### src/rtl/brick_render_pipe.sv
// brick_render_pipe: 3-stage pixel compositor (ball, paddles, brick field, hit flash).
module brick_render_pipe #(
  parameter int COLS         = 8,
  parameter int ROWS         = 8,
  parameter int BRICK_W      = 100,
  parameter int BRICK_H      = 50,
  parameter int GAP          = 5,
  parameter int FIELD_H      = 400,
  parameter int PADDLE_HALF  = 80,
  parameter int BALL_R       = 4,
  parameter int PL_Y0        = 20,
  parameter int PL_Y1        = 30,
  parameter int PR_Y0        = 570,
  parameter int PR_Y1        = 580,
  parameter int FLASH_FRAMES = 8
) (
  input  logic                     clk,
  input  logic                     rst,
  input  logic [10:0]              x,
  input  logic [9:0]               y,
  input  logic                     active,
  input  logic                     hs_in,
  input  logic                     vs_in,
  input  logic                     frame_start,
  input  logic [10:0]              x_paddle_l,
  input  logic [10:0]              x_paddle_r,
  input  logic [10:0]              x_ball,
  input  logic [9:0]               y_ball,
  input  logic [2*COLS*ROWS-1:0]   bricks,
  input  logic                     hit_valid,
  input  logic [7:0]               hit_id,
  output logic [8:0]               rgb,
  output logic                     hs_out,
  output logic                     vs_out,
  output logic                     active_out
);

  localparam int N = COLS * ROWS;

  localparam logic [10:0] BW_X    = 11'(BRICK_W);
  localparam logic [9:0]  BH_Y    = 10'(BRICK_H);
  localparam logic [10:0] COLS_X  = 11'(COLS);
  localparam logic [9:0]  ROWS_Y  = 10'(ROWS);
  localparam logic [9:0]  FH_Y    = 10'(FIELD_H);
  localparam logic [10:0] GAP_X   = 11'(GAP);
  localparam logic [9:0]  GAP_Y   = 10'(GAP);
  localparam logic [10:0] XIN_HI  = 11'(BRICK_W - GAP);
  localparam logic [9:0]  YIN_HI  = 10'(BRICK_H - GAP);
  localparam logic [11:0] PH      = 12'(PADDLE_HALF);
  localparam logic [11:0] BR      = 12'(BALL_R);
  localparam logic [12:0] BSUM    = 13'(BALL_R + BALL_R / 4);
  localparam logic [9:0]  PL0     = 10'(PL_Y0);
  localparam logic [9:0]  PL1     = 10'(PL_Y1);
  localparam logic [9:0]  PR0     = 10'(PR_Y0);
  localparam logic [9:0]  PR1     = 10'(PR_Y1);
  localparam logic [7:0]  FLASH_N = 8'(FLASH_FRAMES);
  localparam logic [8:0]  N_IDS   = 9'(N);

  // frame-latched object positions
  logic [10:0] xl_sh, xr_sh, xb_sh;
  logic [9:0]  yb_sh;
  logic        armed;

  logic [7:0]  flash_id;
  logic [7:0]  flash_cnt;
  logic        hit_in_range;

  // stage 1
  logic               s1_active, s1_hs, s1_vs;
  logic [9:0]         s1_y;
  logic [10:0]        s1_bx, s1_ox;
  logic [9:0]         s1_by, s1_oy;
  logic signed [11:0] s1_dxl, s1_dxr, s1_dxb, s1_dyb;

  // stage 2
  logic       s2_active, s2_hs, s2_vs;
  logic       s2_in_brick, s2_flash, s2_pad_l, s2_pad_r, s2_ball;
  logic [1:0] s2_state;

  // stage 2 combinational
  logic        cell_ok, inner;
  logic [15:0] cell_idx;
  logic [1:0]  bstate;
  logic        flash_hit, pad_l, pad_r, ball;
  logic [11:0] adxl, adxr, adxb, adyb;

  logic [8:0]  rgb_next;

  function automatic logic [11:0] abs12(input logic signed [11:0] v);
    return v[11] ? 12'(-v) : 12'(v);
  endfunction

  always_ff @(posedge clk) begin
    if (!rst) begin
      xl_sh <= '0;
      xr_sh <= '0;
      xb_sh <= '0;
      yb_sh <= '0;
      armed <= 1'b0;
    end else if (frame_start) begin
      xl_sh <= x_paddle_l;
      xr_sh <= x_paddle_r;
      xb_sh <= x_ball;
      yb_sh <= y_ball;
      armed <= 1'b1;
    end
  end

  assign hit_in_range = {1'b0, hit_id} < N_IDS;

  // a valid hit takes precedence over the per-frame decrement
  always_ff @(posedge clk) begin
    if (!rst) begin
      flash_id  <= '0;
      flash_cnt <= '0;
    end else if (hit_valid && hit_in_range) begin
      flash_id  <= hit_id;
      flash_cnt <= FLASH_N;
    end else if (frame_start && flash_cnt != '0) begin
      flash_cnt <= flash_cnt - 8'd1;
    end
  end

  always_ff @(posedge clk) begin
    if (!rst) begin
      s1_active <= 1'b0;
      s1_hs     <= 1'b0;
      s1_vs     <= 1'b0;
      s1_y      <= '0;
      s1_bx     <= '0;
      s1_ox     <= '0;
      s1_by     <= '0;
      s1_oy     <= '0;
      s1_dxl    <= '0;
      s1_dxr    <= '0;
      s1_dxb    <= '0;
      s1_dyb    <= '0;
    end else begin
      s1_active <= active;
      s1_hs     <= hs_in;
      s1_vs     <= vs_in;
      s1_y      <= y;
      s1_bx     <= x / BW_X;
      s1_ox     <= x % BW_X;
      s1_by     <= y / BH_Y;
      s1_oy     <= y % BH_Y;
      s1_dxl    <= $signed({1'b0, x}) - $signed({1'b0, xl_sh});
      s1_dxr    <= $signed({1'b0, x}) - $signed({1'b0, xr_sh});
      s1_dxb    <= $signed({1'b0, x}) - $signed({1'b0, xb_sh});
      s1_dyb    <= $signed({2'b00, y}) - $signed({2'b00, yb_sh});
    end
  end

  always_comb begin
    cell_ok  = (s1_bx < COLS_X) && (s1_by < ROWS_Y);
    inner    = cell_ok && (s1_y < FH_Y) &&
               (s1_ox >= GAP_X) && (s1_ox < XIN_HI) &&
               (s1_oy >= GAP_Y) && (s1_oy < YIN_HI);
    cell_idx = 16'(s1_by) * 16'(COLS) + 16'(s1_bx);

    // constant-index selection keeps out-of-field cells from indexing past the vector
    bstate = '0;
    for (int unsigned k = 0; k < N; k++) begin
      if (cell_ok && cell_idx == 16'(k))
        bstate = bricks[2*k +: 2];
    end

    flash_hit = inner && (flash_cnt != '0) && flash_cnt[0] &&
                (cell_idx == {8'b0, flash_id});

    adxl = abs12(s1_dxl);
    adxr = abs12(s1_dxr);
    adxb = abs12(s1_dxb);
    adyb = abs12(s1_dyb);

    pad_l = armed && (adxl <= PH) && (s1_y > PL0) && (s1_y <= PL1);
    pad_r = armed && (adxr <= PH) && (s1_y > PR0) && (s1_y <= PR1);
    ball  = armed && (adxb <= BR) && (adyb <= BR) &&
            (({1'b0, adxb} + {1'b0, adyb}) <= BSUM);
  end

  always_ff @(posedge clk) begin
    if (!rst) begin
      s2_active   <= 1'b0;
      s2_hs       <= 1'b0;
      s2_vs       <= 1'b0;
      s2_in_brick <= 1'b0;
      s2_state    <= '0;
      s2_flash    <= 1'b0;
      s2_pad_l    <= 1'b0;
      s2_pad_r    <= 1'b0;
      s2_ball     <= 1'b0;
    end else begin
      s2_active   <= s1_active;
      s2_hs       <= s1_hs;
      s2_vs       <= s1_vs;
      s2_in_brick <= inner;
      s2_state    <= bstate;
      s2_flash    <= flash_hit;
      s2_pad_l    <= pad_l;
      s2_pad_r    <= pad_r;
      s2_ball     <= ball;
    end
  end

  always_comb begin
    rgb_next = '0;
    if (s2_active) begin
      if (s2_ball)
        rgb_next = 9'h1FF;
      else if (s2_pad_r)
        rgb_next = 9'h1C0;
      else if (s2_pad_l)
        rgb_next = 9'h007;
      else if (s2_in_brick) begin
        if (s2_flash)
          rgb_next = 9'h1FF;
        else begin
          case (s2_state)
            2'd1:    rgb_next = 9'h1FF;
            2'd2:    rgb_next = 9'h1C0;
            2'd3:    rgb_next = 9'h03F;
            default: rgb_next = 9'h000;
          endcase
        end
      end
    end
  end

  always_ff @(posedge clk) begin
    if (!rst) begin
      rgb        <= '0;
      hs_out     <= 1'b0;
      vs_out     <= 1'b0;
      active_out <= 1'b0;
    end else begin
      rgb        <= rgb_next;
      hs_out     <= s2_hs;
      vs_out     <= s2_vs;
      active_out <= s2_active;
    end
  end

endmodule

### config.mk
export PLATFORM = sky130hd
export DESIGN_NAME = brick_render_pipe
export DESIGN_NICKNAME = d
export VERILOG_FILES = /design/src/rtl/brick_render_pipe.sv
export SDC_FILE = /design/constraint.sdc
export NUM_CORES = 1
export LEC_CHECK = 0
export ABC_CLOCK_PERIOD_IN_PS = 5400
export CAP_MARGIN = 15
export CORE_AREA = 2 2 125 248
export DETAILED_ROUTE_END_ITERATION = 12
export DIE_AREA = 0 0 127 250
export GPL_TIMING_DRIVEN = 1
export PLACE_DENSITY = 0.63
export SYNTH_ARGS = -nofsm -noshare
export SYNTH_HDL_FRONTEND = slang
export SYNTH_SLANG_ARGS = --single-unit
export TNS_END_PERCENT = 20
### constraint.sdc
create_clock -name clk -period 5.4 [get_ports clk]
set_clock_uncertainty 0.2 [all_clocks]
set_input_delay 1.08 -clock clk [delete_from_list [all_inputs] [get_ports clk]]
set_output_delay 1.08 -clock clk [all_outputs]
set_load 0.02 [all_outputs]
==> results of run 1 <==
critical path, stage by stage:
cell,delay (ns)
clkdlybuf4s50_1,0.80
nor4_1,0.12
o31ai_2,0.39
and3_1,0.29
nor2_1,0.11
a21boi_1,0.20
and2_1,0.39
nor2_1,0.12
xnor2_1,0.32
nor2b_1,0.46
nor3b_1,0.11
or4_4,0.51
sequential cells by signal (all words and copies together), names as in the netlist, 2 cells and up:
name / count
xb_sh: 11
xl_sh: 11
xr_sh: 11
s1_dyb: 11
yb_sh: 10
s1_ox: 11
flash_id: 8
s1_dxl: 12
s2_state: 2
s1_dxb: 12
flash_cnt: 8
s1_dxr: 12
s1_y: 10
s1_by: 5
rgb: 3
s1_oy: 9
s1_bx: 5
kinds of logic (layout without fill, tap and decap cells):
logic type	after synthesis	after routing	synth area share (%)
multiplexers	82	82	7.883
XOR/XNOR	58	58	4.491
AND/OR/NAND/NOR	516	516	21.94
AO/OA/AOI/OAI	376	376	21.54
other	1	9	0.03197
adder cells (fa/ha/maj)	74	74	8.257
buffers and inverters	201	391	7.521
flip-flops	166	166	28.33
power by group through the flow:
stage                     Clock (uW)  Sequential [uW]  Combinational, uW
after global placement             0             1480               1390
after CTS                       1320             1460               1440
after floorplan                    0             1450               1020
final                           1290             1460               1440
after global routing            1360             1480               1610
after detailed placement           0             1490               1430
placed cells by master (no fill, tap or decap), types with 9 or more instances in the layout:
cell,Yosys,final
clkdlybuf4s50_1,0,217
nor2_1,174,174
dfxtp_1,166,164
o21ai_0,114,114
inv_1,111,110
nand2_1,77,77
a21oi_1,77,77
ha_1,67,67
mux2i_1,65,65
nor3_1,57,57
xnor2_1,41,41
nor2b_1,31,31
nand3_1,28,28
buf_4,17,28
nand2b_1,24,24
nor4_1,21,21
and3_1,19,19
and2_1,18,18
clkbuf_16,0,17
xor2_1,16,16
o22ai_1,14,14
or3_1,12,12
nor3b_1,12,12
a21boi_0,12,12
a21o_1,12,12
a31oi_1,11,11
a22oi_1,10,10
a211oi_1,10,10
o221ai_1,9,9
o211ai_1,9,9
mux2_2,9,9
nand4_1,9,9
metrics by stage:
stage | setup WS, ns | hold slack [ns] | instance area (um^2)
final | 0.6065 | 0.2413 | 14790
after global routing | 0.3560 | 0.2617 | 14790
after CTS | 0.6999 | 0.2478 | 14790
after detailed placement | 0.2213 | 0.2300 | 14160
after global placement | 0.3271 | 0.2205 | 14160
after floorplan | 1.281 | 0.2119 | 11750
routing by layer:
layer | global-route usage, % | vias up | part of all wire, %
met1 | 27.63 | 5339 | 42
met4 | 8.823 | 0 | 3.0
met2 | 39.28 | 333 | 51
met5 | 0 | - | 0
li1 | - | 5611 | -
met3 | 3.730 | 68 | 4.2
cell type report:
type | count | area [um^2] | share of cell area, %
Antenna cell | 2 | 5.005 | 0.03383
Clock buffer | 18 | 439.2 | 2.969
Clock inverter | 14 | 187.7 | 1.269
Inverter | 112 | 422.9 | 2.859
Multi-Input combinational cell | 1113 | 7546 | 51.01
Sequential cell | 166 | 3326 | 22.48
Tap cell | 368 | 460.4 | 3.112
Timing Repair Buffer | 247 | 2407 | 16.27
how the worst min path moves through the flow:
stage,start,endpoint,slack (ns),cells after the start
floorplan,s2_hs,hs_out,0.21,1
global placement,s1_vs,s2_vs,0.22,1
detailed placement,s1_hs,s2_hs,0.23,1
CTS,s1_vs,s2_vs,0.25,1
global route,flash_id[7],flash_id[7],0.26,2
finish,s1_vs,s2_vs,0.24,1
==> flow_summary.yaml, run 1 <==
timing:
  min_period_ns: 4.793
  max_slew.worst_pin.slew_ns: 0.9143
  relSlewSlack_pct: 37.47
  fin_crit_sh_pct: 88.77
  grt_setup_unrepaired: "no"
  hold_viol: 0
  finalSetupViolCount: 0
  timing.fmax_ghz: 0.2086
  report.final.slew_viol_count: 0
  setup-tns-final_ns: 0
power:
  p_comb_share_pct: 34.4
  p_int_uw: 2767
  clock_power_share_pct: 30.7
  fin_total_pwr_uw: 4197
  peakVddDrop_uv: 230.5
  seq_power_share_pct: 34.9
  netSwitchingPower_uw: 1430
  swShare_pct: 34.07
  cellPowerDensity_nw_per_um2: 283.7
  p_leak_uw: 0.005874
routing:
  vias_per_cell: 5.564
  dr.pass1.iters: 5
  num_vias: 11350
  ant_nets: 0
  drtIter0Drc: 755
  drc: 0
  wl_mm: 36.35
  wl_per_cell_um: 17.82
status:
  run_status: "complete, no violations"
min_path:
  hold_path.class: "register to register"
setup_path:
  crit_path_start_kind: "input pin"
  endpoint: "s1_oy[3]"
  reg2regPathDepth: 12
  rrSetupSlack_ns: 1.61
  endpoint_kind: "register"
  rr_endpoint: "s2_state[1]"
  cp.required_ns: 5.52
  crit_start: "y[5]"
  path_class: "input pin to register"
  reg2reg_from: "s1_bx[4]"
  crit_arrival_ns: 4.91
  cp_max_fo: 14
synthesis:
  syn_avg_cell_area_um2: 7.957
  synthArstFlopShare_pct: 0
  ys_types: 96
  synth_commonest_cells: "nor2_1 (174), dfxtp_1 (166), o21ai_0 (114), inv_1 (111)"
  yosys.area.top_type_share_pct: 28.33
  synth_area_leaders: "dfxtp_1 (28%), ha_1 (7.1%), nor2_1 (5.6%)"
  synth_area_um2: 11730
  synth_edf_count: 0
  ys_seq_elements: 166
  yosysTopAreaCell: "dfxtp_1"
  synth_most_common_cell: "nor2_1"
  ys_seq_area_share_pct: 28.33
  synth_cells: 1474
  yosysWarnings: 0
  synthFlopType: "dfxtp_1"
global_routing:
  grt_max_degree: 57
  grt_pass1_vias: 11100
  grt-ovfl-total: 0
  antenna_found_initial: 2
  grt_pass1_wl_mm: 57.55
  grt_usage_pct: 22.62
clocking:
  clockRootBuffer: "clkbuf_16"
  cts-resized-gates: 0
  cts_tree: "done"
  cts_inserted_buffers: 17
  htree_levels: 4
  holdBufCountCts: 0
  worst_skew_pair.late_latency_ns: 0.45
  path_clk_slew_ns: 0.07
  post_cts.repair.setup_buffers: 0
  ctsLongestPathBuffers: 2
  cts_sinks: 166
placement:
  numPortBuffers: 218
  dp.cells: 2006
  post-dp-hpwl_mm: 28.04
  gp_congestion: 0.9012
die:
  fp.dieH_um: 250
  start_util_pct: 39.16
  die_area_um2: 31750
  die_x_um: 127
  boundaryPins: 219
  row_count: 90
  core_um2: 29950
cells_and_area:
  utilization_pct: 49.39
  fin_cells: 2040
  nets: 1937
  final.fill_count: 2872
  area_growth_syn_to_layout_pct: 26.14
  drive_above_1_share_pct: 6.886
job:
  cap_violations: 0
(Power assumes the default switching activity.)
==> run 2, diff against run 1 <==
--- a/config.mk
+++ b/config.mk
@@ -7,12 +7,11 @@
 export LEC_CHECK = 0
 export ABC_CLOCK_PERIOD_IN_PS = 5400
 export CAP_MARGIN = 15
-export CORE_AREA = 2 2 125 248
+export CORE_AREA = 2 2 118 234
 export DETAILED_ROUTE_END_ITERATION = 12
-export DIE_AREA = 0 0 127 250
+export DIE_AREA = 0 0 120 236
 export GPL_TIMING_DRIVEN = 1
-export PLACE_DENSITY = 0.63
+export PLACE_DENSITY = 0.69
 export SYNTH_ARGS = -nofsm -noshare
 export SYNTH_HDL_FRONTEND = slang
 export SYNTH_SLANG_ARGS = --single-unit
-export TNS_END_PERCENT = 20
==> constraint.sdc (replaced) <==
create_clock -name clk -period 5.4 [get_ports clk]
set_clock_uncertainty 0.2 [all_clocks]
set_input_delay 1.08 -clock clk [delete_from_list [all_inputs] [get_ports clk]]
set_output_delay 1.08 -clock clk [all_outputs]
set_load 0.005 [all_outputs]
==> run 2 against run 1 <==
Effect of this change: count of clock-buffer cells in the layout is 2 higher; design area hardly changed; setup slack better by 0.15 ns; sequential power hardly changed; sequential share of layout area hardly changed; clock power hardly changed; non-clock buffer count is 4 higher; global-route usage is 3.5 points higher; critical path depth is 1 higher; cell count is 0.83% lower; register-to-register slack better by 0.17 ns; fmax is 3.2% higher; critical path type unchanged; critical endpoint is now s1_ox[6]; highest routed layer unchanged.
==> flow_summary.yaml, run 2 (same netlist as run 1, synthesis figures left out) <==
status:
  run_status: "complete, no violations"
setup_path:
  crit_start: "x[8]"
  reg2reg_from: "s1_bx[4]"
  cp_slowest_stage_delay_ns: 0.73
  cp_max_fo: 11
  endpoint_kind: "register"
  cp.required_ns: 5.50
  crit_arrival_ns: 4.74
  path_cells: "clkdlybuf4s50_1, buf_4, nor2b_1, o21ai_0, a21boi_0, or2_2, nor3_2, nor4_1, or3b_1, a21oi_2, mux2_4, a221oi_2, nor2_1"
  path_class: "input pin to register"
  crit_path_start_kind: "input pin"
  rrSetupSlack_ns: 1.78
  cpMaxStageDelayCell: "clkdlybuf4s50_1"
timing:
  fin_crit_sh_pct: 85.99
  setup-tns-final_ns: 0
  min_period_ns: 4.644
  grt_setup_unrepaired: "no"
  finalSetupViolCount: 0
  hold_slack_ns: 0.2234
  report.final.slew_viol_count: 0
  fin_ws_ns: 0.7563
  timing.fmax_ghz: 0.2153
  hold_viol: 0
  max_slew.worst_pin.slew_ns: 0.8440
  relSlewSlack_pct: 43.73
die:
  die_x_um: 120
  row_count: 85
  fp.dieH_um: 236
  die_area_um2: 28320
  core_um2: 26690
  boundaryPins: 219
  start_util_pct: 43.94
clocking:
  cts_sinks: 166
  holdBufCountCts: 0
  cts-resized-gates: 0
  path_clk_slew_ns: 0.07
  cts_inserted_buffers: 17
  htree_levels: 4
  ctsLongestPathBuffers: 2
  cts_tree: "done"
  worst_skew_pair.late_latency_ns: 0.44
  clockRootBuffer: "clkbuf_16"
  post_cts.repair.setup_buffers: 0
min_path:
  hold_path.class: "register to register"
  hold_start: "s2_vs"
global_routing:
  met2_usage_pct: 45.39
  grt_usage_pct: 26.12
  use_met3_pct: 3.457
  antenna_found_initial: 1
  grt_pass1_wl_mm: 59.08
  met1_usage_pct: 32.17
  grt_max_degree: 71
  busiest_layer: "met2"
  grt_pass1_vias: 11320
  grt-ovfl-total: 0
power:
  netSwitchingPower_uw: 1400
  p_leak_uw: 0.005895
  cellPowerDensity_nw_per_um2: 286.6
  seq_power_share_pct: 34.6
  fin_total_pwr_uw: 4240
  p_int_uw: 2841
  peakVddDrop_uv: 241.2
  clock_power_share_pct: 31.2
  swShare_pct: 33.01
  p_comb_share_pct: 34.2
job:
  cap_violations: 0
routing:
  dr.pass1.iters: 6
  wl_mm: 37.17
  wl_per_cell_um: 18.37
  vias_per_cell: 5.649
  num_vias: 11430
  drtIter0Drc: 886
  ant_nets: 0
  drc: 0
cells_and_area:
  final_cell_mix: "clkdlybuf4s50_1 (217), nor2_1 (174), dfxtp_1 (164)"
  nets: 1941
  area_growth_syn_to_layout_pct: 26.15
  largestRegisters: "s1_dxb x12, s1_dxl x12, s1_dxr x12"
  utilization_pct: 55.43
  drive_above_1_share_pct: 6.930
  final_common_cell: "clkdlybuf4s50_1"
placement:
  post-dp-hpwl_mm: 28.36
  gp_congestion: 0.9195
  dp_slack_ns: 0.3239
  numPortBuffers: 218
[run 2: cell types whose count changed in the layout (fill, tap and decap cells not counted)]
cell	delta
diode_2	-1
inv_8	-2
inv_6	-3
buf_4	+5
clkbuf_1	+3
clkbuf_8	-1
clkinv_2	+2
buf_12	-1
clkinvlp_4	-1
bufinv_16	+2
[run 2: through the flow]
step	instance area (um^2)	cells
global placement	14150	1990
detailed placement	14150	1990
finish	14800	2023
floorplan	11750	1480
global route	14790	2022
CTS	14790	2022
[run 2: final timing paths]
path	to	cells after the start
worst max register to register	s2_state[1]	12
worst max-delay path	s1_ox[6]	13
worst min register to register	vs_out	1
worst min-delay path	vs_out	1
[run 2: power by group through the flow]
stage / Sequential [uW] / Combinational [uW] / Clock [uW]
5_1_grt: 1480 / 1610 / 1400
3_3_place_gp: 1480 / 1390 / 0
2_1_floorplan: 1450 / 1020 / 0
6_report: 1470 / 1450 / 1320
4_1_cts: 1460 / 1440 / 1350
3_5_place_dp: 1490 / 1420 / 0
[run 2: layout make-up]
type                    instances  area, um^2
fillers                      2489       11900
multi-input cells            1113        7546
flip-flops and latches        166        3326
repair buffers                251        2425
clock buffers                  20       436.7
well taps                     348       435.4
inverters                     112       422.9
clock inverters                12       201.4
diodes                          1       2.502
[run 2: critical path, delay by kind of cell]
family                 cells  cell delay (ns)
buffers and inverters      2             0.98
AOI/OAI and AO/OA          4             0.83
and+or+nand+nor            6             1.51
muxes                      1             0.34
[run 2: routing by layer]
layer	vias up	part of all wire (%)
li1	5604	-
met1	5380	41
met2	373	50
met3	70	4.8
met4	0	3.6
met5	-	0
==> RTL change 1 (settings of run 1) <==
`ROWS`: 8 -> 9.
--- a/src/rtl/brick_render_pipe.sv
+++ b/src/rtl/brick_render_pipe.sv
@@ -1,7 +1,7 @@
 // brick_render_pipe: 3-stage pixel compositor (ball, paddles, brick field, hit flash).
 module brick_render_pipe #(
   parameter int COLS         = 8,
-  parameter int ROWS         = 8,
+  parameter int ROWS         = 9,
   parameter int BRICK_W      = 100,
   parameter int BRICK_H      = 50,
   parameter int GAP          = 5,
Interface: changed (resized bricks); port bits go from 219 to 235. No check against the original RTL was run, so the function may have changed too.
==> RTL change 1 against run 1 <==
Count of clock-buffer cells in the layout rose by 2. Non-clock buffer count rose by 20. Total power fell by 3.6%. Sequential cell count did not move. Via count rose by 1.7%. Setup slack improved by 0.066 ns. Routed wire length rose by 4.2%. Hold slack improved by 0.0029 ns. Sequential share of layout area fell by 0.37 points. Maximum frequency rose by 1.4%. Area after synthesis rose by 0.97%. Combinational power rose by 5%. Final area rose by 1.7%. Largest cell class unchanged. Largest power group is now combinational logic. Highest routed layer unchanged.
==> RTL change 1: results (changes against run 1) <==
R2R Path End s2_state[0]$_SDFF_PN0_ (was s2_state[1]$_SDFF_PN0_); Adder-Cell Fraction of Synth Area 0.0818 (was 0.0826); Rel. slew slack 0.378 (was 0.375); leading post-synthesis cells by cell area dfxtp_1 28%, ha_1 7.1%, mux2i_1 6.3% (was dfxtp_1 28%, ha_1 7.1%, nor2_1 5.6%); post-cts resize count 0 (unchanged); HP Start s1_hs$_SDFF_PN0_ (was s1_vs$_SDFF_PN0_); mux cell area share after synthesis 0.0796 (was 0.0788); compound-gate portion of the synthesized area 0.229 (was 0.215); CTS root buf clkbuf_16 (unchanged); setup slack, reg-to-reg 1.12 ns (was 1.61 ns); worst vdd ir 0.193 mV (was 0.231 mV); placed inst area 0.0145 mm² (was 0.0142 mm²); TritonCTS Buffers 17 (unchanged); worst min-delay path endpoint s2_hs$_SDFF_PN0_ (was s2_vs$_SDFF_PN0_); First DRT Iteration DRCs 647 (was 755); H-tree depth 4 (unchanged); layout cells sized above 1 0.0669 (was 0.0689); WHS Path Cells 1 (unchanged); Synth top cells by count 187 x nor2_1, 166 x dfxtp_1, 97 x inv_1 (was 174 x nor2_1, 166 x dfxtp_1, 114 x o21ai_0); DRT Pass-1 Iters 7 (was 5); I/O Buffers 234 (was 218); vias per cell 5.56 (about the same); routability cong. 0.946 (was 0.901); first-pass GRT wire length 59700 µm (was 57600 µm); wire per inst 18.3 µm (was 17.8 µm); initial antenna violation count 1 (was 2); clk slew on worst S/H paths 0.06 ns; Placed Instances 2045 (was 2006); fraction of registers with async set/reset 0 (unchanged); CP Max Fanout 17 (was 14); Worst Reg-to-Reg Cells 13 (was 12); Worst Hold Class reg -> reg (unchanged); outcome finished, final reports clean (unchanged); Worst Path Arrival 4.83 ns (was 4.91 ns); synth unique cells 95 (was 96); Longest Clk Path Bufs 2 (unchanged); Vias 11500 (was 11400); pin count of the biggest net entering global routing 89 (was 57); hpwl dp 29300 µm (was 28000 µm); Leak 6.05 nW (was 5.87 nW); Ys Warns 0 (unchanged); gr usage total 0.234 (was 0.226); worst r2r src s1_bx[3]$_SDFF_PN0_ (was s1_bx[4]$_SDFF_PN0_); sequential share of the synthesized area 0.281 (was 0.283); worst skew pair latency 0.43 ns (was 0.45 ns); Synth Area in XOR/XNOR 0.0488 (was 0.0449); setup bufs post-CTS 0 (unchanged); syn avg cell area 7.97 µm² (was 7.96 µm²); Regs by FF count s1_dxb x12, s1_dxl x12, s1_dxr x12 (unchanged)
RTL change 1: cell count changes in the layout (fill, tap and decap cells not counted), moves of 13 or more:
cell / change
a21o_1: +22
inv_1: -14
clkdlybuf4s50_1: +16
o21ai_0: -23
nor2_1: +13
RTL change 1: how the worst max path moves through the flow:
| stage | start | cells past startpoint | end | slack, ns |
|---|---|---|---|---|
| 2_1_floorplan | x[5] | 12 | s1_ox[6]$_SDFF_PN0_ | 1.25 |
| 3_3_place_gp | x[8] | 13 | s1_ox[6]$_SDFF_PN0_ | 0.30 |
| 3_5_place_dp | y[6] | 15 | s1_oy[5]$_SDFF_PN0_ | 0.24 |
| 4_1_cts | y[6] | 15 | s1_oy[5]$_SDFF_PN0_ | 0.71 |
| 5_1_grt | x[8] | 13 | s1_ox[6]$_SDFF_PN0_ | 0.32 |
| 6_report | y[6] | 15 | s1_oy[5]$_SDFF_PN0_ | 0.67 |
RTL change 1: layer usage:
metal,part of all wire,vias to the layer above,GRT usage
met2,0.50,352,0.413
met5,0,-,0
li1,-,5725,-
met3,0.050,56,0.0379
met4,0.023,0,0.0766
met1,0.43,5408,0.288
RTL change 1: kinds of logic (layout without fill, tap and decap cells):
kind of cell / count (synthesis) / after routing
simple gates: 520 / 520
xor+xnor: 66 / 66
other cells: 1 / 8
fa+ha+maj: 74 / 74
flops: 166 / 166
compound gates: 390 / 390
buf+inv: 181 / 394
mux: 88 / 88
RTL change 1: area by class of cell:
class / count / area (µm²)
well taps: 368 / 460
clock inverters: 8 / 56.3
inverters: 99 / 373
multi-input cells: 1145 / 7800
repair buffers: 267 / 2580
flip-flops and latches: 166 / 3330
clock buffers: 20 / 437
fillers: 2891 / 14900
diodes: 1 / 2.50
RTL change 1: critical path, stage by stage:
cell and delay [ns]:
clkdlybuf4s50_1 0.82, buf_4 0.22, nor2_1 0.05, o311a_1 0.35, o22ai_1 0.44, o21ai_2 0.16, nor2_1 0.20, nand3b_1 0.15
o21ai_2 0.10, xnor2_1 0.28, inv_1 0.11, ha_1 0.18, or3_1 0.41, a32oi_1 0.22, nor2_1 0.06
RTL change 1: where the power goes:
group,internal (mW),total (mW),switching (mW)
registers,1.35,1.48,0.124
clock network,0.577,1.06,0.486
logic,0.688,1.51,0.817
total,2.62,4.05,1.43
RTL change 1: metrics by stage:
step,hold slack (ns),worst slack [ns]
after floorplan,0.212,1.25
after global placement,0.219,0.303
after detailed placement,0.232,0.243
after CTS,0.254,0.705
after global routing,0.271,0.317
final,0.244,0.672
==> RTL change 2 (settings of run 1) <==
Without the edit above. Take the reset off `rgb` and load it in a clocked block of its own.
--- a/src/rtl/brick_render_pipe.sv
+++ b/src/rtl/brick_render_pipe.sv
@@ -229,17 +229,19 @@
 
   always_ff @(posedge clk) begin
     if (!rst) begin
-      rgb        <= '0;
       hs_out     <= 1'b0;
       vs_out     <= 1'b0;
       active_out <= 1'b0;
     end else begin
-      rgb        <= rgb_next;
       hs_out     <= s2_hs;
       vs_out     <= s2_vs;
       active_out <= s2_active;
     end
   end
 
+  always_ff @(posedge clk) begin
+    rgb <= rgb_next;
+  end
+
 endmodule
 
Formal check against the unedited RTL: differs if rst is asserted again (counterexample within 4 cycles, from zero or initial values and one cycle with rst low); with rst held inactive, the same outputs for 4 cycles.
==> RTL change 2 against run 1 <==
Sequential share of layout area shrank 0.40 points. Final area grew 1.8%. Area after synthesis grew 2.1%. Critical path depth grew 3. Register-to-register slack lost 0.07 ns. Setup slack gained 0.11 ns. Total power shrank 4.4%. Clock power shrank 12%. Sequential cell count is the same. Routed wire length shrank 2.1%. Maximum frequency grew 2.3%. Critical path type unchanged. Critical endpoint is now s1_oy[5]$_SDFF_PN0_. Largest cell class unchanged.
==> RTL change 2: results (changes against run 1) <==
outcome finished, final reports clean (unchanged); gr usage total 0.223 (was 0.226); pin count of the biggest net entering global routing 75 (was 57); final setup margin 0.715 ns (was 0.607 ns); Rel. slew slack 0.360 (was 0.375); layout cells sized above 1 0.0618 (was 0.0689); compound-gate portion of the synthesized area 0.236 (was 0.215); leading post-synthesis cells by cell area dfxtp_1 28%, ha_1 7.0%, mux2i_1 5.5% (was dfxtp_1 28%, ha_1 7.1%, nor2_1 5.6%); crit path from y[6] (was y[5]); vias per cell 5.55 (was 5.56); Synth Area in XOR/XNOR 0.0439 (was 0.0449); Fillers 2952 (was 2872); Post-Layout Cell Count 2117 (was 2040); Worst Reg-to-Reg Cells 10 (was 12); routed wl met3 1690 µm (was 1520 µm); placed inst area 0.0145 mm² (was 0.0142 mm²); met1 usage 0.285 (was 0.276); hpwl dp 27300 µm (was 28000 µm); First DRT Iteration DRCs 914 (was 755); syn avg cell area 7.75 µm² (was 7.96 µm²); Flop pwr share 0.366 (was 0.349); Worst Path Arrival 4.83 ns (was 4.91 ns); total length of routed met2 wires 17200 µm (was 18400 µm); worst vdd ir 0.233 mV (was 0.231 mV); synth unique cells 94 (was 96); M1 wire length 15400 µm (was 15300 µm); Adder-Cell Fraction of Synth Area 0.0809 (was 0.0826); fin nets 2014 (was 1937); wire per inst 16.8 µm (was 17.8 µm); Synth top cells by count 166 x dfxtp_1, 161 x nor2_1, 118 x inv_1 (was 174 x nor2_1, 166 x dfxtp_1, 114 x o21ai_0); pre-CTS WS 0.383 ns (was 0.221 ns)
RTL change 2: changes by cell type after synthesis, moves of 7 or more:
cell / run 1 / this run
o31ai_1: 8 / 17
nand2_1: 77 / 90
a21o_1: 12 / 20
inv_1: 111 / 118
a21oi_1: 77 / 98
o21ai_0: 114 / 103
nor3_1: 57 / 69
nor2_1: 174 / 161
buf_2: 9 / 16
buf_4: 17 / 9
nand4_1: 9 / 17
RTL change 2: how the worst min path moves through the flow:
stage / from / to / slack [ns]
6_report: s1_vs$_SDFF_PN0_ / s2_vs$_SDFF_PN0_ / 0.23
5_1_grt: s2_vs$_SDFF_PN0_ / vs_out$_SDFF_PN0_ / 0.25
4_1_cts: s1_vs$_SDFF_PN0_ / s2_vs$_SDFF_PN0_ / 0.23
3_5_place_dp: s1_vs$_SDFF_PN0_ / s2_vs$_SDFF_PN0_ / 0.22
3_3_place_gp: s1_vs$_SDFF_PN0_ / s2_vs$_SDFF_PN0_ / 0.21
2_1_floorplan: s2_hs$_SDFF_PN0_ / hs_out$_SDFF_PN0_ / 0.21
RTL change 2: critical path, cell delays in order:
cell	delay [ns]
clkdlybuf4s50_1	0.68
o31ai_2	0.52
o211ai_2	0.20
a2111oi_4	0.49
or3_1	0.21
o31a_1	0.30
nand2_1	0.15
xnor2_1	0.30
inv_1	0.11
ha_1	0.20
a211oi_1	0.15
o21ai_0	0.10
nand3_1	0.14
o211ai_1	0.10
o31ai_1	0.09
RTL change 2: cell type report:
class                      count  area (µm²)  area share
antenna                        2        5.00    0.000332
sequential                   166        3320       0.221
timing repair buffer         253        2440       0.162
multi-input combinational   1177        7840       0.520
tap                          368         460      0.0306
clock buffer                  17         425      0.0283
clock inverter                15         116     0.00773
inverter                     119         449      0.0298
